--- config.mk ---
export PLATFORM = sky130hd
export DESIGN_NAME = bcd_converter_flat
export DESIGN_NICKNAME = d
export VERILOG_FILES = /design/src/rtl/bcd_converter_if.sv /design/src/rtl/bcd_converter.sv /design/src/flat_wrapper.sv
export SDC_FILE = /design/constraint.sdc
export NUM_CORES = 1
export LEC_CHECK = 0
export BUFFER_PORTS_ARGS = -buffer_cell sky130_fd_sc_hd__buf_2
export CAP_MARGIN = 20
export CORE_MARGIN = 2
export CORE_UTILIZATION = 46
export DETAILED_ROUTE_END_ITERATION = 8
export GPL_TIMING_DRIVEN = 0
export HOLD_SLACK_MARGIN = 0.08
export PLACE_DENSITY = 0.74
export SLEW_MARGIN = 15
export SYNTH_ARGS = -nofsm -noshare
export SYNTH_HDL_FRONTEND = slang
export SYNTH_SLANG_ARGS = --single-unit
--- constraint.sdc ---
create_clock -name HCLK -period 1.9 [get_ports HCLK]
set_input_delay 0.38 -clock HCLK [delete_from_list [all_inputs] [get_ports HCLK]]
set_output_delay 0.38 -clock HCLK [all_outputs]
set_load 0.05 [all_outputs]
--- src/rtl/bcd_converter_if.sv ---
//------------------------------------------------------------------------------
// Module      : bcd_converter_if
// Description : AHB-Lite slave bus bundle for the binary-to-BCD converter.
// Revision    : 1.0 - initial release
//------------------------------------------------------------------------------
`default_nettype none

interface bcd_converter_if;
  logic [31:0] HADDR;
  logic [31:0] HWDATA;
  logic        HWRITE;
  logic        HREADY;
  logic        HSEL;
  logic [2:0]  HSIZE;
  logic [1:0]  HTRANS;
  logic [31:0] HRDATA;
  logic        HREADYOUT;

  modport master (
    output HADDR, HWDATA, HWRITE, HREADY, HSEL, HSIZE, HTRANS,
    input  HRDATA, HREADYOUT
  );

  modport slave (
    input  HADDR, HWDATA, HWRITE, HREADY, HSEL, HSIZE, HTRANS,
    output HRDATA, HREADYOUT
  );
endinterface

`default_nettype wire

--- src/rtl/bcd_converter.sv ---
//------------------------------------------------------------------------------
// Module      : bcd_converter
// Description : AHB-Lite slave converting a 14-bit binary operand into four
//               packed BCD digits with a one-bit-per-clock double-dabble engine.
// Revision    : 1.0 - initial release
//------------------------------------------------------------------------------
`default_nettype none

module bcd_converter (
  input  wire logic       HCLK,
  input  wire logic       HRESET,
  bcd_converter_if.slave  bus
);

  localparam logic [1:0]  ADDR_OPERAND = 2'd0;
  localparam logic [1:0]  ADDR_STATUS  = 2'd1;
  localparam logic [1:0]  ADDR_RESULT  = 2'd2;
  localparam logic [3:0]  LAST_ITER    = 4'd13;
  localparam logic [13:0] MAX_DECIMAL  = 14'd9999;
  localparam logic [15:0] SATURATED    = 16'h9999;

  logic        xfer;
  logic        wr_q, wr_d;
  logic        rd_q, rd_d;
  logic [1:0]  addr_q, addr_d;
  logic [13:0] operand_q, operand_d;
  logic [13:0] shift_q, shift_d;
  logic [15:0] bcd_q, bcd_d;
  logic [15:0] result_q, result_d;
  logic [3:0]  cnt_q, cnt_d;
  logic        busy_q, busy_d;
  logic        done_q, done_d;
  logic        ovf_q, ovf_d;
  logic        load;
  logic [15:0] bcd_adj;
  logic [31:0] rdata;
  logic        unused_bits;

  // Add-3 correction applied to every digit before each shift.
  for (genvar i = 0; i < 4; i++) begin : g_adj
    assign bcd_adj[4*i +: 4] = (bcd_q[4*i +: 4] >= 4'd5) ? bcd_q[4*i +: 4] + 4'd3
                                                         : bcd_q[4*i +: 4];
  end

  assign load = wr_q && (addr_q == ADDR_OPERAND);

  always_comb begin
    xfer   = bus.HSEL && bus.HREADY && (bus.HTRANS != 2'b00);
    wr_d   = xfer && bus.HWRITE;
    rd_d   = xfer && !bus.HWRITE;
    addr_d = xfer ? bus.HADDR[3:2] : 2'b00;

    operand_d = operand_q;
    shift_d   = shift_q;
    bcd_d     = bcd_q;
    result_d  = result_q;
    cnt_d     = cnt_q;
    busy_d    = busy_q;
    done_d    = done_q;
    ovf_d     = ovf_q;

    // A new operand always wins, even on the completion edge of a prior one.
    if (load) begin
      operand_d = bus.HWDATA[13:0];
      shift_d   = bus.HWDATA[13:0];
      bcd_d     = 16'h0000;
      cnt_d     = 4'd0;
      busy_d    = 1'b1;
      done_d    = 1'b0;
      ovf_d     = 1'b0;
    end else if (busy_q) begin
      bcd_d   = {bcd_adj[14:0], shift_q[13]};
      shift_d = {shift_q[12:0], 1'b0};
      cnt_d   = cnt_q + 4'd1;
      if (cnt_q == LAST_ITER) begin
        busy_d = 1'b0;
        done_d = 1'b1;
        if (operand_q > MAX_DECIMAL) begin
          result_d = SATURATED;
          ovf_d    = 1'b1;
        end else begin
          result_d = bcd_d;
        end
      end
    end
  end

  always_ff @(posedge HCLK) begin
    if (HRESET) begin
      wr_q      <= 1'b0;
      rd_q      <= 1'b0;
      addr_q    <= 2'b00;
      operand_q <= 14'd0;
      shift_q   <= 14'd0;
      bcd_q     <= 16'h0000;
      result_q  <= 16'h0000;
      cnt_q     <= 4'd0;
      busy_q    <= 1'b0;
      done_q    <= 1'b0;
      ovf_q     <= 1'b0;
    end else begin
      wr_q      <= wr_d;
      rd_q      <= rd_d;
      addr_q    <= addr_d;
      operand_q <= operand_d;
      shift_q   <= shift_d;
      bcd_q     <= bcd_d;
      result_q  <= result_d;
      cnt_q     <= cnt_d;
      busy_q    <= busy_d;
      done_q    <= done_d;
      ovf_q     <= ovf_d;
    end
  end

  always_comb begin
    rdata = 32'h0000_0000;
    if (rd_q) begin
      case (addr_q)
        ADDR_OPERAND: rdata = {18'h0, operand_q};
        ADDR_STATUS:  rdata = {29'h0, ovf_q, done_q, busy_q};
        ADDR_RESULT:  rdata = {16'h0, result_q};
        default:      rdata = 32'h0000_0000;
      endcase
    end
  end

  assign bus.HRDATA    = rdata;
  assign bus.HREADYOUT = 1'b1;

  assign unused_bits = &{1'b0, bus.HSIZE, bus.HADDR[31:4], bus.HADDR[1:0],
                         bus.HWDATA[31:14], bcd_adj[15]};

endmodule

`default_nettype wire

--- src/flat_wrapper.sv ---
// flat-port wrapper written by rule: the top's interface ports become plain ports
module bcd_converter_flat 
  (HCLK, HRESET, bus_HADDR, bus_HWDATA, bus_HWRITE, bus_HREADY, bus_HSEL, bus_HSIZE, bus_HTRANS, bus_HRDATA, bus_HREADYOUT);
  bcd_converter_if bus_i ();
  input  wire logic HCLK;
  input  wire logic HRESET;
  input wire logic [$bits(bus_i.HADDR)-1:0] bus_HADDR;
  input wire logic [$bits(bus_i.HWDATA)-1:0] bus_HWDATA;
  input wire logic [$bits(bus_i.HWRITE)-1:0] bus_HWRITE;
  input wire logic [$bits(bus_i.HREADY)-1:0] bus_HREADY;
  input wire logic [$bits(bus_i.HSEL)-1:0] bus_HSEL;
  input wire logic [$bits(bus_i.HSIZE)-1:0] bus_HSIZE;
  input wire logic [$bits(bus_i.HTRANS)-1:0] bus_HTRANS;
  output wire logic [$bits(bus_i.HRDATA)-1:0] bus_HRDATA;
  output wire logic [$bits(bus_i.HREADYOUT)-1:0] bus_HREADYOUT;
  assign bus_i.HADDR = bus_HADDR;
  assign bus_i.HWDATA = bus_HWDATA;
  assign bus_i.HWRITE = bus_HWRITE;
  assign bus_i.HREADY = bus_HREADY;
  assign bus_i.HSEL = bus_HSEL;
  assign bus_i.HSIZE = bus_HSIZE;
  assign bus_i.HTRANS = bus_HTRANS;
  assign bus_HRDATA = bus_i.HRDATA;
  assign bus_HREADYOUT = bus_i.HREADYOUT;
  bcd_converter u_core (.HCLK(HCLK), .HRESET(HRESET), .bus(bus_i));
endmodule
======== Word level (Yosys, flattened, before mapping) ========
Index checks and enable logic that the tools add are counted.
word-level totals
  bits in latches ......................... 0
  ROM bits ................................ 0
  input bits .............................. 74
  bits in writable memories ............... 0
  output and inout bits ................... 33
  register bits after elaboration ......... 71
  memories ................................ 0
  logic and storage cells ................. 52
cells by class
  divide/modulo/power cells ............... 0
  shift-type cells ........................ 0
  order comparisons ....................... 5
  bitwise operators ....................... 2
  multiply operators ...................... 0
  add/sub/neg operators ................... 5
  reductions and logical operators ........ 14
  equal/unequal tests ..................... 3
  multiplexer cells ....................... 12
operators by type and width
  kind                  number
  $pmux 16 s3           1
  $mux 32               1
  $mux 14               2
  $ge 4x3->1 const B    4
  $mux 16               1
  $gt 14x14->1 const B  1
  $add 4x2->4 const B   3
  $mux 4                3
  $reduce_and 3->1      2
  $logic_and 1x1->1     5
  $add 4x1->4 const B   1
  $eq 4x4->1 const B    1
  $reduce_bool 2->1     2
  $reduce_or 2->1       2
  $add 3x2->3 const B   1
  $mux 1                3
  $mux 3                1
  $eq 2x1->1 const B    1
  $eq 2x2->1 const B    1
  $logic_not 2->1       1
  $not 1->1             2
  $reduce_and 2->1      1
  $logic_not 1->1       1

======== Depth between registers and ports, before layout ========
Gate-level depths: netlist of the first run.
  word-level depth ........................ 4
  mapped depth ............................ 8
  depth with buffers taken out ............ 6

======== Least setup slack after synthesis of the first run ========
No wires, ideal clock.
  path kind ............................... register -> output
  start point ............................. reg u_core.addr_q[1]
  end point ............................... out bus_HRDATA[10]
  slack ................................... -0.121 ns
  stages on the path, launching flop included .. 5
  arrival time ............................ 1.641 ns
  required time ........................... 1.520 ns
  path buffers ............................ 2
  path through ............................ dfxtp_1 buf_6 clkbuf_1 mux2i_1 nor2_1
between the ends
  word-level cells in the longest chain between the ends .. 3
  elaborated cells on any way between the ends .. 5
  those cells by class .................... eq/ne (2); mux (2); reduce/logical (1)
ends and longest elaborated chain
  item                                RTL line              text
  start, declared                     bcd_converter.sv:25   logic [1:0] addr_q, addr_d;
  start signal, assigned              bcd_converter.sv:104  addr_q <= addr_d;
  $eq 2x2->1 (tied with other cells)  bcd_converter.sv:119  case (addr_q)
  $pmux 16 s3 *                       bcd_converter.sv:119
  $mux 32 *                           bcd_converter.sv:118  if (rd_q) begin
  end, declared                       flat_wrapper.sv:14    output wire logic [$bits(bus_i.HRDATA)-1:0] bus_HRDATA;
Mark *: on every way between the ends. The rest lies on a longest branch, timed or not.

======== Worst setup path after layout of the first run ========
  start point ............................. reg u_core.rd_q
  end point ............................... out bus_HRDATA[15]
between the ends
  word-level cells in the longest chain between the ends .. 1
ends and longest elaborated chain
  item                    RTL line              text
  start, declared         bcd_converter.sv:24   logic rd_q, rd_d;
  start signal, assigned  bcd_converter.sv:103  rd_q <= rd_d;
  $mux 32                 bcd_converter.sv:118
No other way between the ends.

==> results of run 1 <==
-- metrics by stage --
step           hold slack, ns  instance area (um^2)  worst slack [ns]  util (%)  cells
2_1_floorplan           0.436                  3620            0.0220         -    437
3_3_place_gp            0.445                  3940            -0.504      51.8    577
3_5_place_dp            0.455                  3940            -0.496      51.8    577
4_1_cts                 0.206                  4260           0.00305      56.0    594
5_1_grt                 0.198                  4410           -0.0378      58.0    600
6_report                0.215                  4410         -0.000334      58.0    600
-- cell families after synthesis --
kind of cell / Yosys count
fa+ha+maj: 10
simple gates: 151
other cells: 2
compound gates: 100
xor+xnor: 3
flops: 71
buf+inv: 57
mux: 28
-- power breakdown --
| group | internal [mW] | switching [mW] | leakage (nW) | total, mW |
|---|---|---|---|---|
| Combinational | 0.108 | 0.192 | 0.948 | 0.300 |
| Sequential | 1.51 | 0.0192 | 0.575 | 1.53 |
| Clock | 0.711 | 0.559 | 0.109 | 1.27 |
| Total | 2.33 | 0.770 | 1.63 | 3.10 |
-- area by class of cell --
| class | instances | area [um^2] | area share, % |
|---|---|---|---|
| inverter | 15 | 56.3 | 1.28 |
| timing repair buffer | 45 | 307 | 6.95 |
| tap | 102 | 128 | 2.89 |
| sequential | 71 | 1430 | 32.3 |
| clock inverter | 3 | 40.0 | 0.907 |
| buffer | 42 | 313 | 7.09 |
| multi-input combinational | 309 | 1980 | 44.8 |
| clock buffer | 13 | 169 | 3.83 |
-- registers in the layout, summed over array words and instances (netlist names), 2 cells and up --
signal	count
u_core.bcd_q	16
u_core.result_q	16
u_core.shift_q	14
u_core.operand_q	14
u_core.addr_q	2
u_core.cnt_q	4
-- worst max-delay path by stage --
stage / end / from
2_1_floorplan: bus_HRDATA[0] / u_core.busy_q
3_5_place_dp: bus_HRDATA[0] / u_core.busy_q
3_3_place_gp: bus_HRDATA[0] / u_core.busy_q
5_1_grt: bus_HRDATA[5] / u_core.addr_q[0]
6_report: bus_HRDATA[15] / u_core.rd_q
4_1_cts: u_core.result_q[12] / u_core.cnt_q[0]
-- cells in the final DEF, fill, tap and decap left out, types with 13 or more instances in the layout --
cell       n
mux2_2    13
a21oi_1   46
o21ai_0   15
inv_1     14
conb_1    17
nand2_1   56
dfxtp_1   68
buf_2     27
nor2_1    34
buf_4     28
clkbuf_1  13
-- per-layer routing --
| layer | wire length, um | up-vias |
|---|---|---|
| li1 | - | 1560 |
| met3 | 409 | 24 |
| met2 | 4310 | 82 |
| met4 | 282 | 0 |
| met1 | 3590 | 1490 |
| met5 | 0 | - |
-- what timing repair did --
item / 4_1_cts / 5_1_grt
hold endpoints to repair: 0 / 0
hold buffers: 0 / 0
resized for setup: 33 / 31
setup endpoints to repair: 18 / 33
cloned: 0 / 2
setup buffers: 1 / 4
==> impl_results.md, run 1 <==
* Number of buffers added on ports at 38
* Total negative slack at -0.000334 ns
* Number of synthesized flops with an enable pin at 0
* # H-tree levels at 3
* Syn Area/Cell at between 8 and 9 um^2
* Hold/Removal Path Class: input port to register
* Slew HR at roughly 55%
* Synthesis-stage register bit count at 71
* Leakage at between 1.5 and 2 nW
* Crit-path max cell delay at between 0.3 and 0.4 ns
* Initial Utilization at a little under half
* Grt met2 use at between 30% and 40%
* FF-to-FF Start: u_core.cnt_q[0]
* CTS tree: yes
* Synth top area share at ~40%
* Share of cells above drive strength 1 at between 20% and 30%
* Post-DR vias/cell at 5.26
* Yosys warnings at 0
* Unrepaired setup endpoints after global routing: yes
* Nets at 577
* Post-synthesis compound-gate area fraction at between 10% and 20%
* Gr ovfl total at 0
* Gate Count Post-Synth at approximately 420
* Top_reg_cell synth: dfxtp_1
* Most frequent cells after synthesis: dfxtp_1 (71), nand2_1 (56), a21oi_1 (46)
* Pre-Repair DR Iteration Count at 7
* Area leader, netlist: dfxtp_1
* Critical path's slowest cell: dfxtp_1
* Mux cell area share after synthesis at approximately 8.4%
* R2R cell count at 7
* Initial antenna violation count at 0
* Area grow syn2layout at 24.5%
* Post-Synth Adder-Cell Area at 3.53%
* Kind of cell adding the most delay to the critical path: simple AND/OR/NAND/NOR gates
* Critical-path cell list: nor2b_1 -> and3_1 -> buf_2
* Max Cap Violations at 0
* RePlAce Congestion at a little over 0.8
* Critical Path Stages at 3
* Hold depth at 2
* Largest net degree at the start of global routing at 12
* Status: finished, violations left
* Post-route setup slack at -0.000334 ns
* Synth Area in XOR/XNOR at less than 1%
* Via count at 3156
* Routed WL per cell at ~14 um
* Number of global-route vias before repair at around 3100
* Final ANT Viol Nets at 0
* Core outline area at 0.00761 mm^2
* Unique masters post-synth at 45
* FF-to-FF End: u_core.result_q[12]
* Max VDD drop at about 0.77 mV
* Tot Pwr at just over 3 mW
* Final Hold Fails at 0
* Critical-path maximum fanout at 5
* Fillers at roughly 670
* Startpoint types: register
* R2R Setup Slk at 0.05 ns
* Met1 usage at 23.7%
* Fin crit share at 100%
* Cell area power density at 702 mW/mm^2
* I/O Pins at 107
* Post-synthesis sequential area ratio at between 40% and 50%
* Total Wirelength at ~8.6 mm
* Synth area leaders: dfxtp_1 (40%), a21oi_1 (6.5%), nand2_1 (5.9%), nor2_1 (4.4%), mux2i_1 (4.2%)
* Crit path time final at roughly 1.9 ns
* Clock Path Buffers at 2
* Die Ht at a little over 90 um
* Failing checks: negative setup slack
* Crit end category: primary output
* HP Start: bus_HWRITE
* DRC at 0
* Post-Syn Area at around 0.0035 mm^2
* Worst skew pair latency at 0.35 ns
* CTS sink cnt at approximately 70
* Global Route Usage Sum at around a fifth
* CTS root buffer: clkbuf_8
* First-pass GRT wire length at approximately 14 mm
* CP bufs+invs at 1
* Clk_skew at between 0.007 and 0.008 ns
* Largest family of logic cells by synthesized area: simple AND/OR/NAND/NOR gates
* Reg clk slew, reported paths at 0.07 ns
* Starting DRT DRC Count at 131
* Die area at between 0.008 and 0.009 mm^2
* Max Freq at between 0.5 and 0.6 GHz
* Post-synth ARST share at 0%
* Endpoints failing setup at 1
* Post-synthesis simple-gate area fraction at 20.3%
* ANT cells at 0
* Critical path arrival at 1.52 ns
* Row count at 32
* Worst-Margin Slew at roughly 0.67 ns
* WHS Endpoint: u_core.rd_q
* Count leader, synth: dfxtp_1
* Top Usage Layer GRT: met2
* Type of the worst setup path: register to primary output
* Met3 Usage GRT at under 10%
* Critical Path RT at around 1.5 ns
* Final Max Slew Viols at 0
* Post-detail-place hpwl at between 6 and 7 mm
* Die width at 91.8 um
* Num CTS Buffers at 9
No activity file was read; power rests on OpenSTA's default activity.
==> inputs of run 2 (changes only) <==
--- a/constraint.sdc
+++ b/constraint.sdc
@@ -3,2 +3,2 @@
 set_output_delay 0.38 -clock HCLK [all_outputs]
-set_load 0.05 [all_outputs]
+set_load 0.02 [all_outputs]
==> run 2 against run 1 <==
Against the previous run:
- the run now ends clean
- largest cell class unchanged
- global-route usage fell by 0.74 points
- first-iteration DRC count is 37% higher
- die area unchanged
- maximum frequency is 4.4% higher
- combinational power is 21% lower
- clock power decreased by 6%
- wire length is 7.0% lower
- sequential share of layout area up 1.9 points
- non-clock buffer count shrank 7
- final cell count is 1.2% lower
- critical path depth increased by 5
- core utilization down 3.2 points
- largest power group unchanged
==> impl_results.md, run 2 (synthesized netlist as in run 1, its figures left out) <==
* Share of cells above drive strength 1 at 22.8%
* Clock Path Buffers at 2
* Global Route Usage Sum at about 20%
* Die Ht at 91.8 um
* Initial Utilization at 46.6%
* Critical path arrival at about 2.1 ns
* Area grow syn2layout at 17.8%
* Status: complete, no violations
* Crit-path max cell delay at between 0.3 and 0.4 ns
* Clk_skew at 0.00934 ns
* Final ANT Viol Nets at 0
* Critical Path Stages at 8
* Kind of cell adding the most delay to the critical path: simple AND/OR/NAND/NOR gates
* Cts hold-fix bufs at 0
* Max Cap Violations at 0
* Fin crit share at between 90 and 100%
* Unrepaired setup endpoints after global routing: no
* Worst-Margin Slew at about 0.66 ns
* Worst skew pair latency at around 0.35 ns
* Nets at between 500 and 600
* DRC at 0
* CTS tree: yes
* FF-to-FF Start: u_core.cnt_q[1]
* Slew HR at a little under three fifths
* Leading registers by flop count: u_core.bcd_q: 16 flops, u_core.result_q: 16 flops
* Gr ovfl total at 0
* WHS at a little under 0.2 ns
* Tot Pwr at between 2 and 3 mW
* Startpoint types: register
* Most used cell along the critical path: buf_6
* Worst setup path start: u_core.cnt_q[1]
* Via count at slightly above 3000
* Critical-path cell list: inv_1 -> ha_1 -> and4_1 -> and2_4 -> buf_6 -> nor2b_4 -> buf_6 -> a41o_1
* Crit end category: register
* # H-tree levels at 3
* Hold depth at 2
* I/O Pins at between 100 and 150
* Critical path's slowest cell: dfxtp_2
* CTS root buffer: clkbuf_8
* Crit path time final at approximately 1.8 ns
* WHS Endpoint: u_core.rd_q
* Critical Path RT at around 2.1 ns
* FF-to-FF End: u_core.result_q[6]
* R2R cell count at 8
* ANT cells at 0
* Num CTS Buffers at 9
* Die width at roughly 92 um
* Cell area power density at between 700 and 800 mW/mm^2
* Most frequent cells in the layout: dfxtp_1 (67), nand2_1 (56), a21oi_1 (46), nor2_1 (42), buf_2 (38)
* Core outline area at 0.00761 mm^2
* Reg clk slew, reported paths at roughly 0.07 ns
* CTS sink cnt at 71
* Starting DRT DRC Count at between 150 and 200
* Final Max Slew Viols at 0
* Routed WL per cell at around 13 um
* Number of global-route vias before repair at roughly 2900
* HP Start: bus_HWRITE
* Post-DR vias/cell at slightly above 5
* Number of buffers added on ports at 38
* Post-detail-place hpwl at 6.12 mm
* Max Freq at between 0.5 and 0.6 GHz
* Initial antenna violation count at 0
* Final Hold Fails at 0
* R2R Setup Slk at 0.08 ns
* Hold/Removal Path Class: input port to register
* Largest net degree at the start of global routing at 19
* Max VDD drop at between 0.5 and 0.6 mV
* Row count at 32
* First-pass GRT wire length at 13.4 mm
* Critical-path maximum fanout at 18
* Leakage at between 1.5 and 2 nW
* Type of the worst setup path: register to register
* CP bufs+invs at 3
* Most common cell after layout, fill and taps aside: dfxtp_1
* Total Wirelength at roughly 8.0 mm
* Pre-Repair DR Iteration Count at 4
* RePlAce Congestion at approximately 0.87
* Endpoints failing setup at 0
* Total negative slack at 0 ns
* Die area at ~0.0084 mm^2
[run 2: cell count changes in the layout (fill, tap and decap cells not counted), sizes merged]
| cell | previous run | this run |
|---|---|---|
| clkbuf | 30 | 24 |
| buf | 70 | 66 |
| clkinvlp | 0 | 2 |
| clkinv | 3 | 4 |
[run 2: how the worst max path moves through the flow]
| stage | endpoint | slack, ns |
|---|---|---|
| floorplan | bus_HRDATA[0] | 0.09 |
| global placement | bus_HRDATA[0] | -0.39 |
| detailed placement | bus_HRDATA[0] | -0.41 |
| CTS | bus_HRDATA[0] | -0.02 |
| global route | bus_HRDATA[2] | 0.001 |
| finish | u_core.result_q[6] | 0.08 |
[run 2: timing repair]
action                                  CTS  global route
setup buffers                             0             2
resized for setup                        15             9
endpoints found under the setup margin   17            35
pin swaps                                 0             1
[run 2: cell type report]
class                   instances  area [um^2]
flip-flops and latches         71         1430
inverters                      15         56.3
plain buffers                  40          274
clock buffers                  10          138
well taps                     102          128
repair buffers                 40          208
fillers                       742         3430
clock inverters                 6         60.1
multi-input cells             309         1880
[run 2: per-layer routing]
| layer | share of wire (%) | GRT usage (%) |
|---|---|---|
| met1 | 44 | 23.4 |
| met2 | 50 | 36.5 |
| met3 | 4.3 | 2.71 |
| met4 | 1.4 | 7.71 |
| met5 | 0 | 0 |
[run 2: worst reg2reg max path, stage by stage (launching register included)]
cell,delay [ns]
dfxtp_2,0.35
inv_1,0.05
ha_1,0.19
and4_1,0.24
and2_4,0.17
buf_6,0.15
nor2b_4,0.14
buf_6,0.17
a41o_1,0.24
[run 2: per-stage QoR]
| stage | util, % | setup WS (ns) | area [um^2] | instances |
|---|---|---|---|---|
| final | 54.9 | 0.0796 | 4170 | 593 |
| after global routing | 54.9 | 0.00114 | 4170 | 593 |
| after CTS | 54.7 | -0.0247 | 4160 | 592 |
| after detailed placement | 51.5 | -0.405 | 3920 | 577 |
| after global placement | 51.5 | -0.387 | 3920 | 577 |
| after floorplan | - | 0.0909 | 3600 | 437 |
[run 2: report_power, final]
group / total, mW / leakage [nW] / internal, mW / switching [mW]
Sequential: 1.53 / 0.575 / 1.51 / 0.0177
Clock: 1.20 / 0.0981 / 0.634 / 0.568
Combinational: 0.237 / 0.885 / 0.0967 / 0.141
Total: 2.97 / 1.56 / 2.24 / 0.727
==> inputs of run 3 (changes only) <==
- CORE_UTILIZATION: 46 -> 52
- PLACE_DENSITY: 0.74 -> 0.82
==> run 3 against run 2 <==
Against the previous run:
- global-route usage grew 2.4 points
- setup slack lost 0.046 ns
- wire length grew 2.9%
- die area shrank 11%
- first-iteration DRC count shrank 32%
- maximum frequency shrank 2.5%
- clock-buffer cell count grew 3
- final cell count shrank 2.9%
- non-clock buffer count grew 7
- critical endpoint is now bus_HRDATA[0]
- largest power group unchanged
==> impl_results.md, run 3 (synthesized netlist as in run 1, its figures left out) <==
* Gr ovfl total at 0
* Crit path time final at ~1.9 ns
* First-pass GRT wire length at about 13 mm
* Row count at 30
* Slew HR at a little over half
* Initial antenna violation count at 0
* Share of cells above drive strength 1 at 22.4%
* Leakage at 1.58 nW
* Cell internal pwr at 2.14 mW
* Switch share at around a quarter
* R2R Setup Slk at about 0.10 ns
* Reg clk slew, reported paths at around 0.06 ns
* P_sw at 0.681 mW
* Die Ht at about 87 um
* Final ANT Viol Nets at 0
* Max Freq at between 0.5 and 0.6 GHz
* Area grow syn2layout at 17.6%
* FF+latch area at 0.00142 mm^2
* Critical-path maximum fanout at 10
* Final Non-Filler Cells at between 500 and 600
* Logic pwr share at 8.7%
* Die area at between 0.007 and 0.008 mm^2
* Endpoints failing setup at 0
* Nets at 577
* Clock Path Buffers at 2
* Startpoint types: register
* Tot Pwr at between 2 and 3 mW
* CTS sink cnt at 71
* Worst-Margin Slew at roughly 0.7 ns
* Crit end category: primary output
* Crit-path max cell delay at about 0.31 ns
* Fillers at roughly 570
* # H-tree levels at 3
* Core outline area at 0.00668 mm^2
* Cell area power density at roughly 680 mW/mm^2
* Number of buffers added on ports at 38
* Cts hold-fix bufs at 0
* CTS root buffer: clkbuf_8
* Largest net degree at the start of global routing at 11
* Pre-Repair DR Iteration Count at 4
* Max Cap Violations at 0
* Type of the worst setup path: register to primary output
* Clock network power share at between 30% and 40%
* Routed WL per cell at about 14 um
* Initial Utilization at 53.0%
* Fin crit share at around 98%
* Critical Path RT at between 1.5 and 2 ns
* Area of the multi-input gates at ~0.0019 mm^2
* Critical path arrival at ~1.5 ns
* Post-DR vias/cell at approximately 5.4
* Post-detail-place hpwl at 5.96 mm
* CTS tree: yes
* Critical-path cell list: buf_6 -> buf_8 -> clkbuf_16 -> nand2_1 -> o21ai_0 -> and2_1 -> buf_4
* Grt met2 use at 39.0%
* Top Usage Layer GRT: met2
* Number of global-route vias before repair at 2784
* Most common cell after layout, fill and taps aside: dfxtp_1
* Num CTS Buffers at 9
* I/O Pins at 107
* Die width at between 80 and 90 um
* Clk_skew at around 0.0065 ns
* Met3 Usage GRT at ~3.8%
* DRC at 0
* Most frequent cells in the layout: dfxtp_1 (70), nand2_1 (56), a21oi_1 (46), nor2_1 (42), buf_2 (38)
* Max VDD drop at 0.598 mV
* Global Route Usage Sum at around 22%
* Critical path's slowest cell: dfxtp_1
* Leading registers by flop count: u_core.bcd_q: 16 flops, u_core.result_q: 16 flops
* RePlAce Congestion at roughly 0.84
* Met1 usage at 26.0%
* Sequential share of power at between 50% and 60%
* Status: complete, no violations
* Total Wirelength at slightly above 8 mm
* Via count at 3128
* Final Max Slew Viols at 0
* Hold/Removal Path Class: input port to register
* Final Hold Fails at 0
* ANT cells at 0
* Placed Cells incl. Taps at roughly 560
* Worst skew pair latency at ~0.35 ns
* Starting DRT DRC Count at roughly 120
## run 3: changes by cell type in the layout (fill, tap and decap cells not counted), moves of 2 or more
| cell | change |
|---|---|
| buf_4 | +5 |
| clkbuf_1 | +2 |
| clkbuf_8 | +2 |
| clkinv_2 | -2 |
| clkinvlp_4 | -2 |
| dfxtp_1 | +3 |
| dfxtp_2 | -3 |
## run 3: layer usage
metal / share of wire [%] / vias up
li1: - / 1557
met1: 42 / 1469
met2: 50 / 81
met3: 5.2 / 21
met4: 2.5 / 0
met5: 0 / -
## run 3: path summary, 6_finish.rpt
check	startpoint	end	cells past startpoint
hold reg to reg	u_core.operand_q[0]	u_core.operand_q[0]	2
setup reg to reg	u_core.cnt_q[1]	u_core.result_q[2]	8
setup / recovery	u_core.busy_q	bus_HRDATA[0]	7
hold / removal	bus_HWRITE	u_core.rd_q	2
## run 3: repair_timing
action	CTS	global route
setup buffers	0	7
pin swaps	0	0
gates resized for setup	14	5
setup endpoints to repair	14	20
## run 3: final cells by class
| class | instances | area share (%) |
|---|---|---|
| multi-input combinational | 309 | 45.1 |
| sequential | 71 | 34.1 |
| buffer | 42 | 7.15 |
| timing repair buffer | 45 | 5.89 |
| clock buffer | 13 | 3.81 |
| tap | 80 | 2.40 |
| inverter | 15 | 1.35 |
| clock inverter | 1 | 0.120 |
## run 3: stage by stage
stage                     hold WS [ns]  instance area [um^2]  setup TNS, ns  setup WS (ns)  util [%]
final                            0.211                  4170              0         0.0336      62.4
after global routing             0.223                  4170       -0.00816       -0.00784      62.4
after CTS                        0.210                  4110        -0.0510        -0.0510      61.4
after detailed placement         0.458                  3890         -0.359         -0.359      58.2
after global placement           0.444                  3890         -0.349         -0.349      58.2
after floorplan                  0.436                  3600              0         0.0909         -
## run 3: power by group through the flow
stage	sequential [mW]	clock [mW]	combinational [mW]
floorplan	1.55	0	0.172
global route	1.53	1.10	0.270
CTS	1.53	1.05	0.237
global placement	1.56	0	0.223
detailed placement	1.56	0	0.230
finish	1.53	1.05	0.247
## run 3: critical path: cells and delay by family, from the launching register on
kind	cells	cell delay, ns
AOI/OAI and AO/OA	1	0.08
buffers and inverters	4	0.54
DFF	1	0.31
and+or+nand+nor	2	0.21
